### config.mk
export PLATFORM = sky130hd
export DESIGN_NAME = alu_sequencer_flat
export DESIGN_NICKNAME = d
export VERILOG_FILES = /design/src/rtl/alu_sequencer_if.sv /design/src/rtl/alu_sequencer.sv /design/src/flat_wrapper.sv
export SDC_FILE = /design/constraint.sdc
export NUM_CORES = 1
export LEC_CHECK = 0
export CAP_MARGIN = 25
export CORE_MARGIN = 2
export CORE_UTILIZATION = 25
export DETAILED_ROUTE_END_ITERATION = 12
export HOLD_SLACK_MARGIN = 0.02
export PLACE_DENSITY = 0.42
export SYNTH_ARGS = -nofsm -noshare
export SYNTH_HDL_FRONTEND = slang
export SYNTH_SLANG_ARGS = --single-unit
### constraint.sdc
create_clock -name clk -period 5 [get_ports clk]
set_input_delay 1 -clock clk [delete_from_list [all_inputs] [get_ports clk]]
set_output_delay 1 -clock clk [all_outputs]
set_load 0.01 [all_outputs]
### src/rtl/alu_sequencer_if.sv
// alu_sequencer_if: host/ALU-facing bus of the micro-program sequencer
interface alu_sequencer_if #(
   parameter int AW     = 3,
   parameter int DATA_W = 7
);
   logic              prog_we;
   logic [AW-1:0]     prog_addr;
   logic [DATA_W+2:0] prog_data;
   logic              start;
   logic              abort;
   logic              alu_carry;
   logic [2:0]        alu_opcode;
   logic [DATA_W-1:0] alu_operand;
   logic              busy;
   logic              done;
   logic              error;
   modport master (
      output prog_we, prog_addr, prog_data, start, abort, alu_carry,
      input  alu_opcode, alu_operand, busy, done, error
   );
   modport slave (
      input  prog_we, prog_addr, prog_data, start, abort, alu_carry,
      output alu_opcode, alu_operand, busy, done, error
   );
endinterface

### src/rtl/alu_sequencer.sv
// alu_sequencer: steps a small program, issuing one ALU opcode/operand per instruction, branching on carry
module alu_sequencer #(
   parameter int DEPTH     = 8,
   parameter int DATA_W    = 7,
   parameter int MAX_STEPS = 255
) (
   input logic            clk,
   input logic            rst,
   alu_sequencer_if.slave bus
);
   localparam int         AW       = $clog2(DEPTH);
   localparam logic [2:0] OP_HALT  = 3'b110;
   localparam logic [2:0] OP_JC    = 3'b111;
   localparam logic [7:0] STEP_MAX = 8'(MAX_STEPS);
   typedef enum logic [1:0] {IDLE, FETCH, EXEC, DONE} state_t;
   state_t            state, nxt, exec_nxt;
   logic [DATA_W+2:0] mem [DEPTH];
   logic [DATA_W+2:0] ir;
   logic [AW-1:0]     pc;
   logic [7:0]        steps;
   logic              error;
   logic [2:0]        op;
   logic [DATA_W-1:0] imm;
   logic              jump, last, issue;
   always_comb begin
      op       = ir[DATA_W+2:DATA_W];
      imm      = ir[DATA_W-1:0];
      jump     = op == OP_JC && bus.alu_carry;
      last     = steps + 8'd1 == STEP_MAX;
      issue    = state == EXEC && op != 3'b000 && !op[2];
      // budget exhaustion wins over HALT/next-pc; falling off the last entry ends the run
      exec_nxt = (last || op == OP_HALT || (!jump && pc == AW'(DEPTH - 1))) ? DONE : FETCH;
      nxt      = state == IDLE  ? (bus.start ? FETCH : IDLE) :
                 state == FETCH ? EXEC :
                 state == EXEC  ? exec_nxt : IDLE;
      if (bus.abort && state != IDLE) nxt = IDLE;
   end
   always_ff @(posedge clk) begin
      if (rst) state <= IDLE;
      else     state <= nxt;
   end
   always_ff @(posedge clk) begin
      if (rst) begin
         pc    <= '0;
         steps <= '0;
         ir    <= '0;
         error <= 1'b0;
      end else begin
         if (state == IDLE && bus.start) begin
            pc    <= '0;
            steps <= '0;
            error <= 1'b0;
         end
         if (state == FETCH) ir <= mem[pc];
         if (state == EXEC) begin
            steps <= steps + 8'd1;
            if (last) error <= 1'b1;
            if (exec_nxt == FETCH) pc <= jump ? imm[AW-1:0] : pc + 1'b1;
         end
      end
   end
   always_ff @(posedge clk) begin
      if (!rst && state == IDLE && bus.prog_we) mem[bus.prog_addr] <= bus.prog_data;
   end
   assign bus.alu_opcode  = issue ? op : 3'b000;
   assign bus.alu_operand = issue ? imm : '0;
   assign bus.busy        = state == FETCH || state == EXEC;
   assign bus.done        = state == DONE && !bus.abort;
   assign bus.error       = error;
endmodule

### src/flat_wrapper.sv
// flat-port wrapper written by rule: the top's interface ports become plain ports
module alu_sequencer_flat 
#(
   parameter int DEPTH     = 8,
   parameter int DATA_W    = 7,
   parameter int MAX_STEPS = 255
)
  (clk, rst, bus_prog_we, bus_prog_addr, bus_prog_data, bus_start, bus_abort, bus_alu_carry, bus_alu_opcode, bus_alu_operand, bus_busy, bus_done, bus_error);
  alu_sequencer_if #(.AW(3), .DATA_W(DATA_W)) bus_i ();
  input logic clk;
  input logic rst;
  input wire logic [$bits(bus_i.prog_we)-1:0] bus_prog_we;
  input wire logic [$bits(bus_i.prog_addr)-1:0] bus_prog_addr;
  input wire logic [$bits(bus_i.prog_data)-1:0] bus_prog_data;
  input wire logic [$bits(bus_i.start)-1:0] bus_start;
  input wire logic [$bits(bus_i.abort)-1:0] bus_abort;
  input wire logic [$bits(bus_i.alu_carry)-1:0] bus_alu_carry;
  output wire logic [$bits(bus_i.alu_opcode)-1:0] bus_alu_opcode;
  output wire logic [$bits(bus_i.alu_operand)-1:0] bus_alu_operand;
  output wire logic [$bits(bus_i.busy)-1:0] bus_busy;
  output wire logic [$bits(bus_i.done)-1:0] bus_done;
  output wire logic [$bits(bus_i.error)-1:0] bus_error;
  assign bus_i.prog_we = bus_prog_we;
  assign bus_i.prog_addr = bus_prog_addr;
  assign bus_i.prog_data = bus_prog_data;
  assign bus_i.start = bus_start;
  assign bus_i.abort = bus_abort;
  assign bus_i.alu_carry = bus_alu_carry;
  assign bus_alu_opcode = bus_i.alu_opcode;
  assign bus_alu_operand = bus_i.alu_operand;
  assign bus_busy = bus_i.busy;
  assign bus_done = bus_i.done;
  assign bus_error = bus_i.error;
  alu_sequencer #(.DEPTH(DEPTH), .DATA_W(DATA_W), .MAX_STEPS(MAX_STEPS)) u_core (.clk(clk), .rst(rst), .bus(bus_i));
endmodule
---- After elaboration in Yosys (flattened, before gate mapping) ----
Memories as Yosys holds them, arrays and structs flattened. A register that Yosys moved wholly into a read port is not among the register bits.
Cells that the tools add are included.
storage, ports and cells
  register bits ........................... 14
  memory bits (writable) .................. 80
  logic and storage cells ................. 54
  memories ................................ 1
operators by class
  add/subtract/negate cells ............... 2
  equality and inequality tests ........... 8
  multiplexer cells ....................... 18
  reductions and logical operators ........ 21
memory list
  memory      depth  bits a word  rd ports  clocked after memory_dff  write ports  line                 source
  u_core.mem  8      10           1         1                         1            alu_sequencer.sv:17  logic [DATA_W+2:0] mem [DEPTH];
operators by type and width
  cell                                                                   count
  8-bit 2-to-1 mux                                                       2
  3-bit 2-to-1 mux                                                       5
  3-bit equality test, second input constant                             3
  1-bit logical AND                                                      9
  8-bit by 1-bit adder with 8-bit output, second input constant          1
  8-bit equality test, second input constant                             1
  2-bit 2-to-1 mux                                                       4
  7-bit 2-to-1 mux                                                       1
  1-bit 2-to-1 mux                                                       6
  2-bit by 1-bit equality test with 1-bit output, second input constant  2
  2-bit equality test, second input constant                             2
  1-bit logical NOT                                                      4
  2-bit nonzero test                                                     2
  3-bit by 1-bit adder with 3-bit output, second input constant          1
  1-bit logical OR                                                       3
  3-bit nonzero test                                                     1
  2-bit logical NOT                                                      1
  2-bit OR reduction                                                     1

---- Logic depth before layout (Yosys ltp) ----
Gate-level depths: netlist of run 1.
  depth after elaboration ................. 9
  mapped depth ............................ 7

---- Least setup slack after synthesis of run 1 ----
No wires, ideal clock.
  path type ............................... in2reg
  start point ............................. input port rst
  end point ............................... memory u_core.mem[0][0] (netlist name) (enable)
  data arrival time ....................... 2.050 ns
  setup slack ............................. 2.560 ns
  stages .................................. 3
  path buffers ............................ 0
  path through ............................ inv_1 nand4_1 nor3_1
between the ends
  cells in the longest elaborated chain, start to end .. 5
RTL lines
  item                                    line                 source
  from (decl)                             flat_wrapper.sv:11   input logic rst;
  1-bit logical NOT                       alu_sequencer.sv:63  if (!rst && state == IDLE && bus.prog_we) mem[bus.prog_addr] <= bus.prog_data;
  1-bit logical AND (2 in a row)          alu_sequencer.sv:63
  1-bit 2-to-1 mux                        alu_sequencer.sv:63
  1-bit 2-to-1 mux (implied by the code)  alu_sequencer.sv:63
  to (decl)                               alu_sequencer.sv:17
Every way passes these cells.

---- Worst setup path in the final report of run 1 ----
  start point ............................. register u_core.state[0]
  end point ............................... output port bus_alu_operand[3]
between the ends
  cells in the longest elaborated chain, start to end .. 4
RTL lines
  item                            line                 source
  from (decl)                     alu_sequencer.sv:16  state_t state, nxt, exec_nxt;
  from (signal assigned)          alu_sequencer.sv:40  else state <= nxt;
  2-bit equality test             alu_sequencer.sv:30  issue = state == EXEC && op != 3'b000 && !op[2];
  1-bit logical AND (2 in a row)  alu_sequencer.sv:30
  7-bit 2-to-1 mux                alu_sequencer.sv:66  assign bus.alu_operand = issue ? imm : '0;
  to (decl)                       flat_wrapper.sv:19   output wire logic [$bits(bus_i.alu_operand)-1:0] bus_alu_operand;
Every way passes these cells.

==> results of run 1 <==
## flip-flops by register name, indices dropped and copies added, names as in the netlist
name / count
u_core.ir: 10
u_core.mem: 80
u_core.steps: 8
u_core.pc: 3
u_core.state: 2
u_core.bus.error: 1
## cells by family after synthesis
kind of cell,Yosys count,synth area share [%]
flip-flops,104,64.94
buffers and inverters,23,2.987
AND/OR/NAND/NOR,85,9.752
adder cells (fa/ha/maj),8,2.255
multiplexers,36,13.81
AO/OA/AOI/OAI,38,6.173
other,1,0.08447
## worst max-delay path by stage
stage	endpoint	slack [ps]	depth (start not counted)
after floorplan	u_core.mem[0][0]	2560	3
after global placement	bus_alu_operand[3]	1460	6
after detailed placement	bus_alu_operand[3]	1440	6
after CTS	bus_alu_operand[3]	1030	6
after global routing	bus_alu_operand[3]	680	6
final	bus_alu_operand[3]	1130	6
## placed cells by master (no fill, tap or decap), types with 4 or more instances in the layout
cell,netlist,routed
and2_1,8,8
ha_1,8,8
dfxtp_1,24,24
nand2b_1,4,4
nor4_1,5,5
edfxtp_1,80,80
clkbuf_16,0,9
nand4_1,5,5
clkdlybuf4s50_1,0,30
a21oi_1,8,8
a211oi_1,10,10
nor2_1,28,28
nand2_1,20,20
buf_4,2,6
mux2i_1,14,14
o21ai_0,6,6
mux4_2,20,20
inv_1,7,7
## worst reg2reg max path, cell delays in order, from the launching register on
cell and delay (ps):
dfxtp_1 330, inv_1 80, ha_1 320, nand4_1 250, nor2_1 790
## area by class of cell
class	instances	share of cell area [%]
clock inverter	5	1.201
timing repair buffer	38	7.227
sequential	104	54.24
clock buffer	11	4.567
tap	225	5.297
inverter	7	0.4944
multi-input combinational	168	26.98
## per-layer routing
layer,track usage [%],vias up
met5,0,-
met4,2.577,0
li1,-,1200
met3,3.127,6
met1,15.27,1237
met2,18.52,62
## per-stage QoR
| stage | area [µm²] | instances | power, mW | util [%] |
|---|---|---|---|---|
| 2_1_floorplan | 4439 | 295 | 0.9924 | - |
| 3_3_place_gp | 4940 | 536 | 1.032 | 28.46 |
| 3_5_place_dp | 4986 | 539 | 1.032 | 28.73 |
| 4_1_cts | 5293 | 555 | 1.752 | 30.49 |
| 5_1_grt | 5315 | 558 | 1.791 | 30.62 |
| 6_report | 5315 | 558 | 1.730 | 30.62 |
## power breakdown
part	total (mW)	internal (mW)	switching, mW
clock	0.717	0.407	0.311
combinational	0.0631	0.0252	0.0379
sequential	0.949	0.942	0.00698
==> reports/results.txt, run 1 <==
Ports -> 32
CTS tree -> yes
slowest cell on the critical path -> nor3_1
post-cts sizing count -> 0
GR Overflow Total -> 0
asr flop ratio synth -> 0%
Storage cell area -> 2883 µm²
vias in the first global route -> 2,480
multi-input logic area -> 1434 µm²
Hold Path Depth -> 2
EDFF count, synth -> 80
final worst slack -> 1131 ps
CP arrival -> 2870 ps
Synth top area share -> 54.11%
Reg2Reg Capture Point -> u_core.mem[4][1]
fin crit share -> 77.39%
DP Worst Slack -> 1439 ps
Buffers on Ports -> 30
Rows -> 48
r2r worst-path depth -> 4
Core Area -> 17,360 µm²
delay of the slowest critical-path stage -> 620 ps
GPL Wtd Cong -> 0.7756
Crit. End Element -> output pin
Fin Hold WS -> 482.4 ps
Slew Limit Fails -> 0
share of cells above drive strength 1 -> 15.92%
synth-to-layout area growth -> 19.73%
post-synthesis sequential area ratio -> 64.94%
Final TNS setup -> 0 ps
Mapped Area -> 4439 µm²
reg2reg setup slack -> 2850 ps
reg2reg start -> u_core.state[0]
initial DRC count -> 228
fin crit period -> 3869 ps
initial antenna violation count -> 0
# fillers -> 1,690
CTS Hold Buffers Added -> 0
crit-path leading delay family -> buffers and inverters
H-tree Lvls -> 3
Die Ht -> 137.3 µm
Reg clk slew, reported paths -> 70 ps
DR WL met3 -> 477 µm
Root Buffer -> clkbuf_16
Final nets -> 355
Leak -> 1.623 nW
Fmax -> 258.4 MHz
Critical Path, Cell by Cell -> inv_1, ha_1, inv_1, nor3_1, and2_1, clkdlybuf4s50_1
Worst-Margin Slew -> 950.5 ps
post-route DRC violation count -> 0
Starting Density -> 25.58%
Max Root-Sink Buffers -> 2
Avg Cell Area, Syn -> 15.05 µm²
Main synth FF type -> edfxtp_1
WL final -> 10.04 mm
dpl hpwl -> 7.058 mm
Vias/cell -> 4.489
first-pass GRT wire length -> 15.30 mm
DRT Pass-1 Iters -> 5
Yosys reg bits -> 104
WP data required -> 4000 ps
Post-Synthesis Cells -> 295
crit-path max FO -> 13
most common cell in the netlist -> edfxtp_1
M1 WL -> 4.472 mm
Num Clock Sinks -> 104
Max VDD drop -> 0.0001755 V
Hold EP -> u_core.ir[5]
setup bufs post-CTS -> 0
top cells by area, synth -> edfxtp_1 (54%), dfxtp_1 (11%), mux4_2 (10%), mux2i_1 (3.2%), nor2_1 (2.4%)
Layout Skew -> 9.952 ps
via count -> 2,505
Power Density -> 325.4 nW/µm²
Worst-Skew Late Latency -> 350 ps
Fin. Hold Viols -> 0
routed wl met2 -> 5.003 mm
largest net degree at the start of global routing -> 23
worst hold path type -> register to register
Worst Path Buf+Inv -> 3
final antenna-violating net count -> 0
status -> complete, no violations
Mapped Nets -> 322
Die Wd -> 137.3 µm
Total Routing Usage GR -> 11.41%
YS warnings -> 0
Crit Path Class -> register to output pin
Avg WL per Cell -> 18.00 µm
diode count -> 0
Netlist cell types -> 40
DIE AREA -> 18,840 µm²
worst setup path start -> u_core.state[0]
cell repeated most along the worst path -> inv_1
Num CTS Buffers -> 9
RSZ-0062 raised after global routing -> no
HP Start -> u_core.ir[5]
max_cap viols -> 0
Startpoint Class -> register
Finish-stage setup viols -> 0
area leader, netlist -> edfxtp_1
uppermost layer routed -> met4
Slew HR -> 36.40%
Synth top cells by count -> edfxtp_1 (80), nor2_1 (28), dfxtp_1 (24)
Note: power is estimated with default switching activity, not from simulation.
==> run 2: changes to the inputs <==
--- a/config.mk
+++ b/config.mk
@@ -10,7 +10,7 @@
 export CORE_UTILIZATION = 25
 export DETAILED_ROUTE_END_ITERATION = 12
 export HOLD_SLACK_MARGIN = 0.02
-export PLACE_DENSITY = 0.42
+export PLACE_DENSITY = 0.43
 export SYNTH_ARGS = -nofsm -noshare
 export SYNTH_HDL_FRONTEND = slang
 export SYNTH_SLANG_ARGS = --single-unit
==> constraint.sdc (replaced) <==
create_clock -name clk -period 3.3 [get_ports clk]
set_input_delay 0.66 -clock clk [delete_from_list [all_inputs] [get_ports clk]]
set_output_delay 0.66 -clock clk [all_outputs]
set_load 0.01 [all_outputs]
==> run 2 against run 1 <==
Compared with the run above: clock power up 41%; sequential power up 52%; cell count up 1.4%; register-to-register slack worse by 1600 ps; combinational power up 49%; highest routed layer unchanged; global-route usage down 0.39 points; critical path depth up 1.
==> reports/results.txt, run 2 (synthesized netlist as in run 1, its figures left out) <==
status -> complete, no violations
post-cts sizing count -> 0 (unchanged)
top flop regs -> u_core.mem (80), u_core.ir (10), u_core.steps (8)
fin crit share -> 92.82%
final worst slack -> 236.8 ps (-893.8 ps)
Worst-Margin Slew -> 845.6 ps (-104.8 ps)
RSZ-0062 raised after global routing -> no
WL final -> 9.600 mm (-4.4%)
post-route DRC violation count -> 0 (unchanged)
Crit. End Element -> output pin
DIE AREA -> 18,840 µm² (unchanged)
first-pass GRT wire length -> 14.81 mm (-3.2%)
Num Clock Sinks -> 104 (unchanged)
Power Total -> 2.537 mW (+47%)
GR Overflow Total -> 0 (unchanged)
Buffers on Ports -> 30 (unchanged)
M1 WL -> 4.538 mm (+1.5%)
Root Buffer -> clkbuf_16
Largest register FFs -> 80 (unchanged)
CP arrival -> 2400 ps (-470 ps)
Net Sw Frac -> 21.73% (+1.2 points)
Final Util -> 30.64% (about the same)
Slew Limit Fails -> 0 (unchanged)
DRT Pass-1 Iters -> 4 (-1)
Clock power frac -> 39.6% (-1.9 points)
placed cells -> 550 (+2.0%)
diode count -> 0 (unchanged)
Fin. Hold Viols -> 0 (unchanged)
WP data required -> 2640 ps (-1360 ps)
Core Area -> 17,360 µm² (unchanged)
Leak -> 1.648 nW (+1.5%)
most flop-heavy register -> u_core.mem
Final nets -> 363 (+2.3%)
sw power -> 551.4 µW (+55%)
CTS tree -> yes
worst hold path type -> register to register
Die Wd -> 137.3 µm (unchanged)
Worst-Skew Late Latency -> 350 ps (about the same)
Comb pwr share -> 3.7% (about the same)
Layout Skew -> 6.362 ps (-3.590 ps)
Avg WL per Cell -> 16.96 µm (-5.8%)
Slew HR -> 43.63% (+7.2 points)
initial antenna violation count -> 0 (unchanged)
Final TNS setup -> 0 ps (unchanged)
fin crit period -> 3063 ps
Max VDD drop -> 0.0002699 V (+54%)
vias in the first global route -> 2,561 (+3.3%)
Final Cell Area -> 5319 µm² (about the same)
initial DRC count -> 90 (-61%)
Die Ht -> 137.3 µm (unchanged)
Reg clk slew, reported paths -> 70 ps (about the same)
via count -> 2,536 (+1.2%)
Max Root-Sink Buffers -> 2 (unchanged)
area of placed instances -> 5040 µm² (+1.1%)
synth-to-layout area growth -> 19.81% (about the same)
H-tree Lvls -> 3 (unchanged)
Finish-stage setup viols -> 0 (unchanged)
Starting Density -> 25.58% (unchanged)
routed wl met2 -> 4.561 mm (-8.8%)
CTS Hold Buffers Added -> 0 (unchanged)
uppermost layer routed -> met4
Power Density -> 477.0 nW/µm² (+47%)
Startpoint Class -> register
share of cells above drive strength 1 -> 17.30% (+1.4 points)
Num CTS Buffers -> 9 (unchanged)
DP Worst Slack -> 565.6 ps (-873.3 ps)
dpl hpwl -> 6.506 mm (-7.8%)
crit-path max FO -> 12 (-1)
setup bufs post-CTS -> 0 (unchanged)
max_cap viols -> 0 (unchanged)
largest net degree at the start of global routing -> 24 (+4.3%)
Fmax -> 326.5 MHz
Vias/cell -> 4.481 (-0.19%)
Fin Hold WS -> 484.2 ps (+1.821 ps)
Crit Path Class -> register to output pin
DR WL met3 -> 350 µm (-27%)
Total Routing Usage GR -> 11.03% (-0.39 points)
Ports -> 32 (unchanged)
internal power -> 1.986 mW (+45%)
Rows -> 48 (unchanged)
GPL Wtd Cong -> 0.7325 (-5.6%)
final antenna-violating net count -> 0 (unchanged)
most common cell after layout, fill and taps aside -> edfxtp_1
non-filler cells, final -> 566 (+1.4%)
Sequential Power Share -> 56.7% (+1.8 points)
most frequent cells in the layout -> edfxtp_1 (80), clkdlybuf4s50_1 (30), nor2_1 (28), dfxtp_1 (24)
## run 2: worst paths after layout
kind,startpoint,end,slack (ps),cells after the start
max reg2reg,u_core.steps[0],u_core.pc[1],1230,6
min reg2reg,u_core.ir[5],u_core.ir[5],480,2
max,u_core.state[0],bus_alu_operand[5],240,7
min,u_core.ir[5],u_core.ir[5],480,2
## run 2: layer usage
metal / track usage, % / vias up
met5: 0 / -
met4: 3.952 / 0
met3: 2.870 / 10
met2: 17.72 / 43
met1: 14.40 / 1263
li1: - / 1220
## run 2: final cells by class
cell class	count	area, µm²
multi-input combinational	168	1429
tap	225	281.5
sequential	104	2883
inverter	7	26.28
timing repair buffer	46	420.4
clock buffer	9	225.2
fill	1709	12040
clock inverter	7	53.80
## run 2: power groups by stage
stage          Combinational, mW  Sequential [mW]  Clock [mW]
5_1_grt                    0.104             1.44        1.08
2_1_floorplan             0.0401             1.46           0
4_1_cts                   0.0963             1.44        1.04
3_3_place_gp              0.0942             1.47           0
6_report                  0.0940             1.44        1.01
3_5_place_dp              0.0960             1.47           0
## run 2: worst max-delay path: stages, from the launching register on
cell and delay [ps]:
dfxtp_1 330, inv_1 80, ha_1 430, inv_1 110, nor3_1 280, buf_4 180, and2_1 120, clkdlybuf4s50_1 530
==> run 3: changes to the inputs <==
--- a/config.mk
+++ b/config.mk
@@ -7,10 +7,10 @@
 export LEC_CHECK = 0
 export CAP_MARGIN = 25
 export CORE_MARGIN = 2
-export CORE_UTILIZATION = 25
+export CORE_UTILIZATION = 52
 export DETAILED_ROUTE_END_ITERATION = 12
 export HOLD_SLACK_MARGIN = 0.02
-export PLACE_DENSITY = 0.43
+export PLACE_DENSITY = 0.76
 export SYNTH_ARGS = -nofsm -noshare
 export SYNTH_HDL_FRONTEND = slang
 export SYNTH_SLANG_ARGS = --single-unit
==> run 3 against run 2 <==
Compared with the run above: combinational power is 6.0% lower; count of clock-buffer cells in the layout unchanged; hold slack better by 1.1 ps; critical endpoint is now bus_alu_operand[6]; power fell by 8.6%; largest power group unchanged; largest cell class unchanged; highest routed layer unchanged; clock power decreased by 21%; utilization increased by 31 points; clock skew rose by 3.0 ps; cell count is 22% lower.
==> reports/results.txt, run 3 (synthesized netlist as in run 1, its figures left out) <==
vias in the first global route -> 2,362 (-7.8%)
Die Wd -> 96.40 µm (-30%)
WP data required -> 2640 ps (about the same)
Ports -> 32 (unchanged)
Fmax -> 335.3 MHz (+2.7%)
CP arrival -> 2320 ps (-80 ps)
GPL Wtd Cong -> 0.9077 (+24%)
Num CTS Buffers -> 9 (unchanged)
CTS Hold Buffers Added -> 0 (unchanged)
slowest cell on the critical path -> clkdlybuf4s50_1
initial antenna violation count -> 0 (unchanged)
Final nets -> 360 (-0.83%)
Finish-stage setup viols -> 0 (unchanged)
RSZ-0062 raised after global routing -> no
top flop regs -> u_core.mem (80), u_core.ir (10), u_core.steps (8)
diode count -> 0 (unchanged)
Layout Skew -> 9.350 ps (+2.988 ps)
DIE AREA -> 9292 µm² (-51%)
Worst-Margin Slew -> 991.9 ps (+146.3 ps)
Avg WL per Cell -> 18.36 µm (+8.2%)
first-pass GRT wire length -> 12.74 mm (-14%)
largest net degree at the start of global routing -> 24 (unchanged)
Num Clock Sinks -> 104 (unchanged)
Worst-Skew Late Latency -> 360 ps (about the same)
Crit Path Class -> register to output pin
initial DRC count -> 150 (+67%)
Fin. Hold Viols -> 0 (unchanged)
Final TNS setup -> 0 ps (unchanged)
via count -> 2,526 (-0.39%)
Critical Path, Cell by Cell -> inv_1, ha_1, inv_1, nor3_1, buf_4, and2_1, clkdlybuf4s50_1
post-route DRC violation count -> 0 (unchanged)
fin crit share -> 90.36% (-2.5 points)
share of cells above drive strength 1 -> 16.62% (-0.68 points)
Starting Density -> 53.76% (+28 points)
DP Worst Slack -> 738.3 ps (+172.8 ps)
crit-path leading delay family -> buffers and inverters
Largest register FFs -> 80 (unchanged)
GR Overflow Total -> 0 (unchanged)
Worst Path Buf+Inv -> 4 (unchanged)
DRT Pass-1 Iters -> 5 (+1)
H-tree Lvls -> 3 (unchanged)
Max VDD drop -> 0.0002544 V (-5.7%)
most common cell after layout, fill and taps aside -> edfxtp_1
most frequent cells in the layout -> edfxtp_1 (80), clkdlybuf4s50_1 (30), nor2_1 (28), dfxtp_1 (24)
fin crit period -> 2982 ps (-81.20 ps)
dpl hpwl -> 5.249 mm (-19%)
Power Density -> 458.0 nW/µm² (-4.0%)
Buffers on Ports -> 30 (unchanged)
Vias/cell -> 5.715 (+28%)
status -> complete, no violations
Core Area -> 8258 µm² (-52%)
CTS tree -> yes
worst hold path type -> register to register
post-cts sizing count -> 0 (unchanged)
Max Root-Sink Buffers -> 2 (unchanged)
delay of the slowest critical-path stage -> 550 ps (+20 ps)
WL final -> 8.115 mm (-15%)
synth-to-layout area growth -> 14.06%
max_cap viols -> 0 (unchanged)
Crit. End Element -> output pin
Rows -> 33 (-31%)
Root Buffer -> clkbuf_8
most flop-heavy register -> u_core.mem
Total Routing Usage GR -> 19.40% (+8.4 points)
Leak -> 1.593 nW (-3.4%)
Reg clk slew, reported paths -> 100 ps (+30 ps)
cell repeated most along the worst path -> inv_1
Die Ht -> 96.40 µm (-30%)
final antenna-violating net count -> 0 (unchanged)
setup bufs post-CTS -> 0 (unchanged)
Startpoint Class -> register
Slew Limit Fails -> 0 (unchanged)
crit-path max FO -> 12 (unchanged)
Slew HR -> 33.78% (-9.8 points)
final worst slack -> 318.0 ps (+81.20 ps)
==> run 3: area by class of cell <==
cell class	count	area (µm²)
well taps	105	131.4
inverters	7	26.28
fillers	614	3194
flip-flops and latches	104	2883
multi-input cells	168	1424
clock inverters	6	77.57
repair buffers	43	397.9
clock buffers	9	123.9
==> run 3: worst paths after layout <==
path / start / end / slack [ps] / cells after the start
worst min register to register: u_core.ir[3] / u_core.ir[3] / 490 / 2
worst max-delay path: u_core.state[0] / bus_alu_operand[6] / 320 / 7
worst max register to register: u_core.steps[0] / u_core.pc[1] / 1230 / 6
worst min-delay path: u_core.ir[3] / u_core.ir[3] / 490 / 2
==> run 3: metrics by stage <==
| step | util, % | cell area [µm²] | total power, mW | std cells | hold slack [ps] |
|---|---|---|---|---|---|
| 6_report | 61.32 | 5064 | 2.319 | 442 | 485.4 |
| 5_1_grt | 61.32 | 5064 | 2.400 | 442 | 512.2 |
| 4_1_cts | 61.32 | 5064 | 2.344 | 442 | 490.3 |
| 3_5_place_dp | 58.88 | 4862 | 1.556 | 427 | 472.6 |
| 3_3_place_gp | 58.88 | 4862 | 1.552 | 427 | 470.0 |
| 2_1_floorplan | - | 4439 | 1.504 | 295 | 458.8 |
==> run 3: report_power, final <==
group	switching [mW]	internal [mW]
sequential	0.0110	1.43
clock	0.433	0.361
combinational	0.0497	0.0387
total	0.493	1.83
==> run 3: layer usage <==
layer	track usage, %	vias up	wire length (µm)
met3	5.353	9	470
li1	-	1208	-
met4	4.577	0	64
met2	31.71	64	3890
met5	0	-	0
met1	26.23	1245	3689
==> run 3: worst register-to-register path, cell delays in order, from the launching register on <==
cell      delay, ps
dfxtp_1         510
ha_1            410
nand4_1         160
nor4b_2         280
o32ai_2         160
o211ai_2        250
mux2i_1         240
